### src/rtl/bf16_mult_pipe.sv
// bf16_mult_pipe: LANES parallel bf16 x bf16 -> fp32 multipliers in a
// 3-stage valid/ready pipeline (S1 unpack/classify, S2 significand multiply
// plus exponent sum, S3 normalise/special select). Products are exact, so no
// rounding stage exists. Subnormal inputs are treated as signed zero.
// Optional feature: define BF16_MULT_PIPE_EXC_FLAGS_EN to add out_flags,
// per lane {invalid, overflow, underflow}, travelling with the result.
module bf16_mult_pipe #(
  parameter int LANES = 4,
  parameter int TAG_W = 4
) (
  input  logic                  clk,
  input  logic                  rst,
  input  logic                  in_valid,
  output logic                  in_ready,
  input  logic [16*LANES-1:0]   in_a,
  input  logic [16*LANES-1:0]   in_b,
  input  logic [TAG_W-1:0]      in_tag,
  output logic                  out_valid,
  input  logic                  out_ready,
  output logic [32*LANES-1:0]   out_o,
`ifdef BF16_MULT_PIPE_EXC_FLAGS_EN
  output logic [TAG_W-1:0]      out_tag,
  output logic [3*LANES-1:0]    out_flags
`else
  output logic [TAG_W-1:0]      out_tag
`endif
);

  localparam logic [31:0] CANON_NAN = 32'h7FFF_FFFF;

  logic vld_p0_q, vld_p0_d, vld_p1_q, vld_p1_d, vld_p2_q, vld_p2_d;
  logic adv_p0, adv_p1, adv_p2;

  logic [TAG_W-1:0]       tag_p0_q, tag_p0_d;
  logic [LANES-1:0]       sgn_p0_q, sgn_p0_d, nan_p0_q, nan_p0_d;
  logic [LANES-1:0]       inf_p0_q, inf_p0_d, zro_p0_q, zro_p0_d;
  logic [LANES-1:0][7:0]  ea_p0_q, ea_p0_d, eb_p0_q, eb_p0_d;
  logic [LANES-1:0][6:0]  ma_p0_q, ma_p0_d, mb_p0_q, mb_p0_d;

  logic [TAG_W-1:0]       tag_p1_q, tag_p1_d;
  logic [LANES-1:0]       sgn_p1_q, sgn_p1_d, nan_p1_q, nan_p1_d;
  logic [LANES-1:0]       inf_p1_q, inf_p1_d, zro_p1_q, zro_p1_d;
  logic [LANES-1:0][15:0] prod_p1_q, prod_p1_d;
  logic signed [9:0]      esum_p1_q [LANES];
  logic signed [9:0]      esum_p1_d [LANES];

  logic [TAG_W-1:0]       tag_p2_q, tag_p2_d;
  logic [LANES-1:0][31:0] res_p2_q, res_p2_d;

`ifdef BF16_MULT_PIPE_EXC_FLAGS_EN
  logic [LANES-1:0]       sub_p0_q, sub_p0_d, sub_p1_q, sub_p1_d;
  logic [LANES-1:0][2:0]  flg_p2_q, flg_p2_d;
`endif

  function automatic logic is_zero(input logic [7:0] e);
    return e == 8'd0;
  endfunction

  function automatic logic is_inf(input logic [7:0] e, input logic [6:0] m);
    return (e == 8'hFF) && (m == 7'd0);
  endfunction

  function automatic logic is_nan(input logic [7:0] e, input logic [6:0] m);
    return (e == 8'hFF) && (m != 7'd0);
  endfunction

  // Exponent after the optional one-place normalising shift.
  function automatic logic signed [9:0] norm_exp(input logic signed [9:0] esum,
                                                 input logic msb);
    return esum + (msb ? 10'sd1 : 10'sd0);
  endfunction

  // The product carries 14 fraction bits; drop the hidden one and left-align.
  function automatic logic [22:0] norm_frac(input logic [15:0] prod);
    return prod[15] ? {prod[14:0], 8'd0} : {prod[13:0], 9'd0};
  endfunction

  // Saturate to signed inf on overflow, flush to signed zero on underflow.
  function automatic logic [31:0] sat_pack(input logic sgn, input logic signed [9:0] e,
                                           input logic [22:0] frac);
    if (e >= 10'sd255) return {sgn, 8'hFF, 23'd0};
    if (e <= 10'sd0)   return {sgn, 31'd0};
    return {sgn, e[7:0], frac};
  endfunction

  // Handshake chain: a stage loads when it is empty or its successor moves on.
  always_comb begin
    adv_p2   = out_ready || !vld_p2_q;
    adv_p1   = !vld_p1_q || adv_p2;
    adv_p0   = !vld_p0_q || adv_p1;
    vld_p0_d = adv_p0 ? in_valid : vld_p0_q;
    vld_p1_d = adv_p1 ? vld_p0_q : vld_p1_q;
    vld_p2_d = adv_p2 ? vld_p1_q : vld_p2_q;
  end

  assign in_ready = adv_p0;

  // Stage valid bits; reset empties the pipe and discards in-flight sets.
  always_ff @(posedge clk or posedge rst) begin
    if (rst) begin
      vld_p0_q <= 1'b0;
      vld_p1_q <= 1'b0;
      vld_p2_q <= 1'b0;
    end else begin
      vld_p0_q <= vld_p0_d;
      vld_p1_q <= vld_p1_d;
      vld_p2_q <= vld_p2_d;
    end
  end

  // S1 (p0): unpack fields and classify zero/inf/nan per lane.
  always_comb begin
    tag_p0_d = tag_p0_q;
    sgn_p0_d = sgn_p0_q;
    nan_p0_d = nan_p0_q;
    inf_p0_d = inf_p0_q;
    zro_p0_d = zro_p0_q;
    ea_p0_d  = ea_p0_q;
    eb_p0_d  = eb_p0_q;
    ma_p0_d  = ma_p0_q;
    mb_p0_d  = mb_p0_q;
`ifdef BF16_MULT_PIPE_EXC_FLAGS_EN
    sub_p0_d = sub_p0_q;
`endif
    if (adv_p0 && in_valid) begin
      tag_p0_d = in_tag;
      for (int i = 0; i < LANES; i++) begin
        ea_p0_d[i]  = in_a[16*i+7 +: 8];
        eb_p0_d[i]  = in_b[16*i+7 +: 8];
        ma_p0_d[i]  = in_a[16*i +: 7];
        mb_p0_d[i]  = in_b[16*i +: 7];
        sgn_p0_d[i] = in_a[16*i+15] ^ in_b[16*i+15];
        zro_p0_d[i] = is_zero(ea_p0_d[i]) || is_zero(eb_p0_d[i]);
        inf_p0_d[i] = is_inf(ea_p0_d[i], ma_p0_d[i]) || is_inf(eb_p0_d[i], mb_p0_d[i]);
        nan_p0_d[i] = is_nan(ea_p0_d[i], ma_p0_d[i]) || is_nan(eb_p0_d[i], mb_p0_d[i]) ||
                      (is_inf(ea_p0_d[i], ma_p0_d[i]) && is_zero(eb_p0_d[i])) ||
                      (is_zero(ea_p0_d[i]) && is_inf(eb_p0_d[i], mb_p0_d[i]));
`ifdef BF16_MULT_PIPE_EXC_FLAGS_EN
        sub_p0_d[i] = (is_zero(ea_p0_d[i]) && (ma_p0_d[i] != 7'd0)) ||
                      (is_zero(eb_p0_d[i]) && (mb_p0_d[i] != 7'd0));
`endif
      end
    end
  end

  // S2 (p1): exact 8x8 significand product and biased exponent sum.
  always_comb begin
    tag_p1_d  = tag_p1_q;
    sgn_p1_d  = sgn_p1_q;
    nan_p1_d  = nan_p1_q;
    inf_p1_d  = inf_p1_q;
    zro_p1_d  = zro_p1_q;
    prod_p1_d = prod_p1_q;
    esum_p1_d = esum_p1_q;
`ifdef BF16_MULT_PIPE_EXC_FLAGS_EN
    sub_p1_d  = sub_p1_q;
`endif
    if (adv_p1 && vld_p0_q) begin
      tag_p1_d = tag_p0_q;
      sgn_p1_d = sgn_p0_q;
      nan_p1_d = nan_p0_q;
      inf_p1_d = inf_p0_q;
      zro_p1_d = zro_p0_q;
`ifdef BF16_MULT_PIPE_EXC_FLAGS_EN
      sub_p1_d = sub_p0_q;
`endif
      for (int i = 0; i < LANES; i++) begin
        prod_p1_d[i] = 16'({1'b1, ma_p0_q[i]}) * 16'({1'b1, mb_p0_q[i]});
        esum_p1_d[i] = signed'({2'b00, ea_p0_q[i]}) + signed'({2'b00, eb_p0_q[i]}) - 10'sd127;
      end
    end
  end

  // S3 (p2): normalise and select special results; holds while stalled.
  always_comb begin : s3_comb
    logic signed [9:0] exp_n;
    exp_n    = '0;
    tag_p2_d = tag_p2_q;
    res_p2_d = res_p2_q;
`ifdef BF16_MULT_PIPE_EXC_FLAGS_EN
    flg_p2_d = flg_p2_q;
`endif
    if (adv_p2 && vld_p1_q) begin
      tag_p2_d = tag_p1_q;
      for (int i = 0; i < LANES; i++) begin
        exp_n = norm_exp(esum_p1_q[i], prod_p1_q[i][15]);
        if (nan_p1_q[i])      res_p2_d[i] = CANON_NAN;
        else if (inf_p1_q[i]) res_p2_d[i] = {sgn_p1_q[i], 8'hFF, 23'd0};
        else if (zro_p1_q[i]) res_p2_d[i] = {sgn_p1_q[i], 31'd0};
        else res_p2_d[i] = sat_pack(sgn_p1_q[i], exp_n, norm_frac(prod_p1_q[i]));
`ifdef BF16_MULT_PIPE_EXC_FLAGS_EN
        if (nan_p1_q[i])      flg_p2_d[i] = 3'b100;
        else if (inf_p1_q[i]) flg_p2_d[i] = 3'b000;
        else if (zro_p1_q[i]) flg_p2_d[i] = {2'b00, sub_p1_q[i]};
        else flg_p2_d[i] = {1'b0, exp_n >= 10'sd255, exp_n <= 10'sd0};
`endif
      end
    end
  end

  // Datapath registers carry no reset; the valid bits qualify them.
  always_ff @(posedge clk) begin
    tag_p0_q  <= tag_p0_d;
    sgn_p0_q  <= sgn_p0_d;
    nan_p0_q  <= nan_p0_d;
    inf_p0_q  <= inf_p0_d;
    zro_p0_q  <= zro_p0_d;
    ea_p0_q   <= ea_p0_d;
    eb_p0_q   <= eb_p0_d;
    ma_p0_q   <= ma_p0_d;
    mb_p0_q   <= mb_p0_d;
    tag_p1_q  <= tag_p1_d;
    sgn_p1_q  <= sgn_p1_d;
    nan_p1_q  <= nan_p1_d;
    inf_p1_q  <= inf_p1_d;
    zro_p1_q  <= zro_p1_d;
    prod_p1_q <= prod_p1_d;
    esum_p1_q <= esum_p1_d;
    tag_p2_q  <= tag_p2_d;
    res_p2_q  <= res_p2_d;
`ifdef BF16_MULT_PIPE_EXC_FLAGS_EN
    sub_p0_q  <= sub_p0_d;
    sub_p1_q  <= sub_p1_d;
    flg_p2_q  <= flg_p2_d;
`endif
  end

  // Outputs read as zero whenever no result is presented (including reset).
  assign out_valid = vld_p2_q;
  assign out_o     = vld_p2_q ? res_p2_q : '0;
  assign out_tag   = vld_p2_q ? tag_p2_q : '0;
`ifdef BF16_MULT_PIPE_EXC_FLAGS_EN
  assign out_flags = vld_p2_q ? flg_p2_q : '0;
`endif

endmodule

### config.mk
export PLATFORM = sky130hd
export DESIGN_NAME = bf16_mult_pipe
export DESIGN_NICKNAME = d
export VERILOG_FILES = /design/src/rtl/bf16_mult_pipe.sv
export SDC_FILE = /design/constraint.sdc
export NUM_CORES = 1
export LEC_CHECK = 0
export BUFFER_PORTS_ARGS = -buffer_cell sky130_fd_sc_hd__buf_2
export CAP_MARGIN = 5
export CORE_MARGIN = 4
export CORE_UTILIZATION = 60
export CTS_CLUSTER_DIAMETER = 30
export DETAILED_ROUTE_END_ITERATION = 12
export HOLD_SLACK_MARGIN = 0.05
export PLACE_DENSITY_LB_ADDON = 0.25
export RECOVER_POWER = 25
export SKIP_CTS_REPAIR_TIMING = 1
export SLEW_MARGIN = 25
export SYNTH_ARGS = -nofsm -noshare
export SYNTH_HDL_FRONTEND = slang
export SYNTH_SLANG_ARGS = --single-unit
### constraint.sdc
create_clock -name clk -period 4.8 [get_ports clk]
set_input_delay 0.24 -clock clk [delete_from_list [all_inputs] [get_ports clk]]
set_output_delay 0.24 -clock clk [all_outputs]
set_load 0.05 [all_outputs]
==> summary.md <==
| Metric | Value |
|---|---|
| Status | `finished with violations` |
| Failing checks | `max-capacitance violations, max-slew violations` |
| Placeable Area | `40740 um^2` |
| Effective utilization at floorplan | `0.6068` |
| Tot Pwr | `0.01520 W` |
| Mapped Cells | `2094` |
| Pre-CTS setup slack | `0.1844 ns` |
| Comb pwr share | `0.357` |
| Fillers | `2813` |
| Maximum Capacitance Violations | `1` |
| Worst hold-check path type | `primary input to asynchronous set/reset pin` |
| Crit-path max FO | `8` |
| Final worst slack | `0.1772 ns` |
| Layout Nets | `3017` |
| Seq. cell area | `11130 um^2` |
| Die Area | `44510 um^2` |
| Clock power frac | `0.330` |
| CTS tree | `yes` |
| Largest net degree at the start of global routing | `141` |
| Maximum root-to-sink buffer count | `3` |
| Top delay family on crit path | `adder cells` |
| Sum Neg Setup Slack | `0 ns` |
| Reg power frac | `0.313` |
| H-tree depth | `3` |
| Max_slew headroom | `-0.1706` |
| Vias in the first global route | `16520` |
| Reg2Reg Capture Point | `prod_p1_q[30]` |
| Period utilisation layout | `0.9631` |
| CP startpoint kind | `flop` |
| Top-count cell post-synth | `edfxtp_1` |
| GRT Residual Overflow | `0` |
| WP data required | `5.10 ns` |
| Data arrival, critical path | `4.93 ns` |
| Ys Warns | `0` |
| Std cell rows | `74` |
| Share of layout cells above drive strength 1 | `0.1252` |
| Main synth FF type | `edfxtp_1` |
| WS Path Type | `flop to flop` |
| Detailed-route DRC error count | `0` |
| Via count | `16680` |
| Internal power | `0.01002 W` |
| Switching share of power | `0.3407` |
| Chip height | `211.0 um` |
| Synthesized cell area | `24720 um^2` |
| Crit-path max cell delay | `0.57 ns` |
| Setup violators final | `0` |
| Leading cell types by count after synthesis | `edfxtp_1 (368), inv_1 (288), and2_1 (231)` |
| Distinct cells, synth | `64` |
| WP buf/inv | `1` |
| #FFs+latches synth | `371` |
| Syn Nets | `2586` |
| Avg Inst Size Synth | `11.80 um^2` |
| CP Cell Sequence | `nand2_1 -> fa_1 -> fa_1 -> fa_1 -> fa_1 -> inv_1 -> ha_1 -> and2_1 -> a221oi_1 -> o21ai_1 -> a41o_1 -> o41ai_1 -> xnor2_1` |
| Reg2Reg Depth | `13` |
| Asr flop ratio synth | `0.008086` |
| Post-synth EDFFs | `368` |
| Max-slew violation count | `26` |
| CP Capture Type | `flop` |
| GPL Wtd Cong | `0.9253` |
| 1st-pass router iterations | `5` |
| Final Hold Viols | `0` |
| Number of CTS-inserted buffers | `72` |
| Post-DR wirelength/cell | `17.02 um` |
| Cell area after layout | `30190 um^2` |
| Seq/Total Area, Yosys | `0.4501` |
| Clock root buffer | `clkbuf_16` |
| Synth top area share | `0.4471` |
| Initial DRC count | `752` |
| Ports | `270` |
| Die X | `211.0 um` |
| Crit Reg-Reg Startpoint | `mb_p0_q[10]` |
| Post-route ant nets | `0` |
| Pwr Density | `503.3 nW/um^2` |
| Synth area leaders | `edfxtp_1 (45%), fa_1 (12%), ha_1 (11%)` |
| Switching power | `0.005178 W` |
| Worst Max-Slew Pin Slew | `1.755 ns` |
| Clock sink count | `371` |
| Global Route Usage Sum | `0.2232` |
| Post-synth top area cell | `edfxtp_1` |
| Fin crit period | `4.623 ns` |
| HPWL after detailed placement | `37.82 mm` |
| I/O Buffers | `269` |
| First-pass GRT wire length | `80.97 mm` |
| Peak VDD IR | `402.6 uV` |
| Register-to-register setup slack | `0.18 ns` |
| Clock latency on the worst-skew pair | `0.58 ns` |
| Highest Clock Rate | `216.3 MHz` |
| Initial antenna violation count | `1` |
| Area delta synth->final | `22.14%` |
| Slowest CP cell | `fa_1` |
| Via-to-Cell Ratio | `5.357` |
| Reg clk slew, reported paths | `0.05 ns` |
| Area taken by multi-input logic gates | `12140 um^2` |
| RSZ-0062 raised after global routing | `no` |
| Drt total wl | `52.99 mm` |
| Post-Place Cell Area | `26500 um^2` |
| Leakage | `12.92 nW` |
| Most used cell, CP | `fa_1` |
| Setup Skew | `0.01677 ns` |
-- worst max path at each step --
stage / from / endpoint / slack (ns) / depth (start not counted)
2_1_floorplan: ma_p0_q[26] / prod_p1_q[63] / 0.46 / 16
3_3_place_gp: mb_p0_q[10] / prod_p1_q[30] / 0.27 / 13
3_5_place_dp: mb_p0_q[10] / prod_p1_q[30] / 0.18 / 13
4_1_cts: mb_p0_q[10] / prod_p1_q[30] / 0.17 / 13
5_1_grt: mb_p0_q[10] / prod_p1_q[30] / 0.008 / 13
6_report: mb_p0_q[10] / prod_p1_q[30] / 0.18 / 13
-- final cells by class --
type,count,area share
inverter,288,0.03581
clock inverter,51,0.02101
multi-input combinational,1369,0.4022
timing repair buffer,423,0.08989
antenna,1,0.00008289
sequential,371,0.3686
tap,532,0.02205
clock buffer,78,0.06043
-- cells by family (layout without fill, tap and decap cells) --
| family | count (synthesis) | count (layout) | share of synthesized area |
|---|---|---|---|
| DFF | 371 | 371 | 0.4501 |
| xor gates and xnor gates | 96 | 96 | 0.03401 |
| buffers and inverters | 354 | 840 | 0.05892 |
| adders and majority gates | 356 | 356 | 0.2251 |
| other | 0 | 1 | 0 |
| and+or+nand+nor | 596 | 596 | 0.1308 |
| muxes | 56 | 56 | 0.02268 |
| AOI/OAI and AO/OA | 265 | 265 | 0.07831 |
-- layer usage --
metal / vias to the layer above / part of all wire / global-route usage / wire length (um)
li1: 8107 / - / - / -
met1: 8030 / 0.41 / 0.2848 / 21590
met2: 425 / 0.52 / 0.3898 / 27340
met3: 114 / 0.048 / 0.03490 / 2526
met4: 0 / 0.029 / 0.08026 / 1526
met5: - / 0 / 0 / 0
-- registers in the layout, summed over array words and instances, names as in the netlist, 28 cells and up --
register and cells:
ma_p0_q 28, eb_p0_q 32, esum_p1_q 40, prod_p1_q 64
ea_p0_q 32, mb_p0_q 28, res_p2_q 100
-- cells in the final DEF (no fill, tap or decap), types with 67 or more instances in the layout --
cell type	n
inv_1	288
nor2_1	77
buf_2	159
ha_1	208
nand2_1	113
clkbuf_1	115
fa_1	148
clkbuf_16	72
and2_1	222
xnor2_1	67
dlygate4sd3_1	135
edfxtp_1	368
-- power groups by stage --
| stage | combinational (W) | clock [W] | sequential [W] |
|---|---|---|---|
| finish | 0.00543 | 0.00502 | 0.00475 |
| global route | 0.00608 | 0.00527 | 0.00481 |
| CTS | 0.00535 | 0.00508 | 0.00474 |
| detailed placement | 0.00529 | 0 | 0.00479 |
| global placement | 0.00512 | 0 | 0.00477 |
| floorplan | 0.00430 | 0 | 0.00466 |
-- stage by stage --
stage / hold slack [ns] / utilization / cells
after floorplan: -0.006356 / - / 2094
after global placement: 0.1070 / 0.6506 / 2846
after detailed placement: 0.1077 / 0.6506 / 2846
after CTS: -0.4942 / 0.7109 / 2975
after global routing: 0.1168 / 0.7411 / 3113
final: 0.1105 / 0.7411 / 3113
-- worst reg2reg max path, stage by stage (launching register included) --
cell,delay [ns]
edfxtp_1,0.50
nand2_1,0.12
fa_1,0.51
fa_1,0.57
fa_1,0.44
fa_1,0.49
inv_1,0.04
ha_1,0.31
and2_1,0.20
a221oi_1,0.34
o21ai_1,0.14
a41o_1,0.27
o41ai_1,0.31
xnor2_1,0.11
Power figures use the tool's default switching activity.
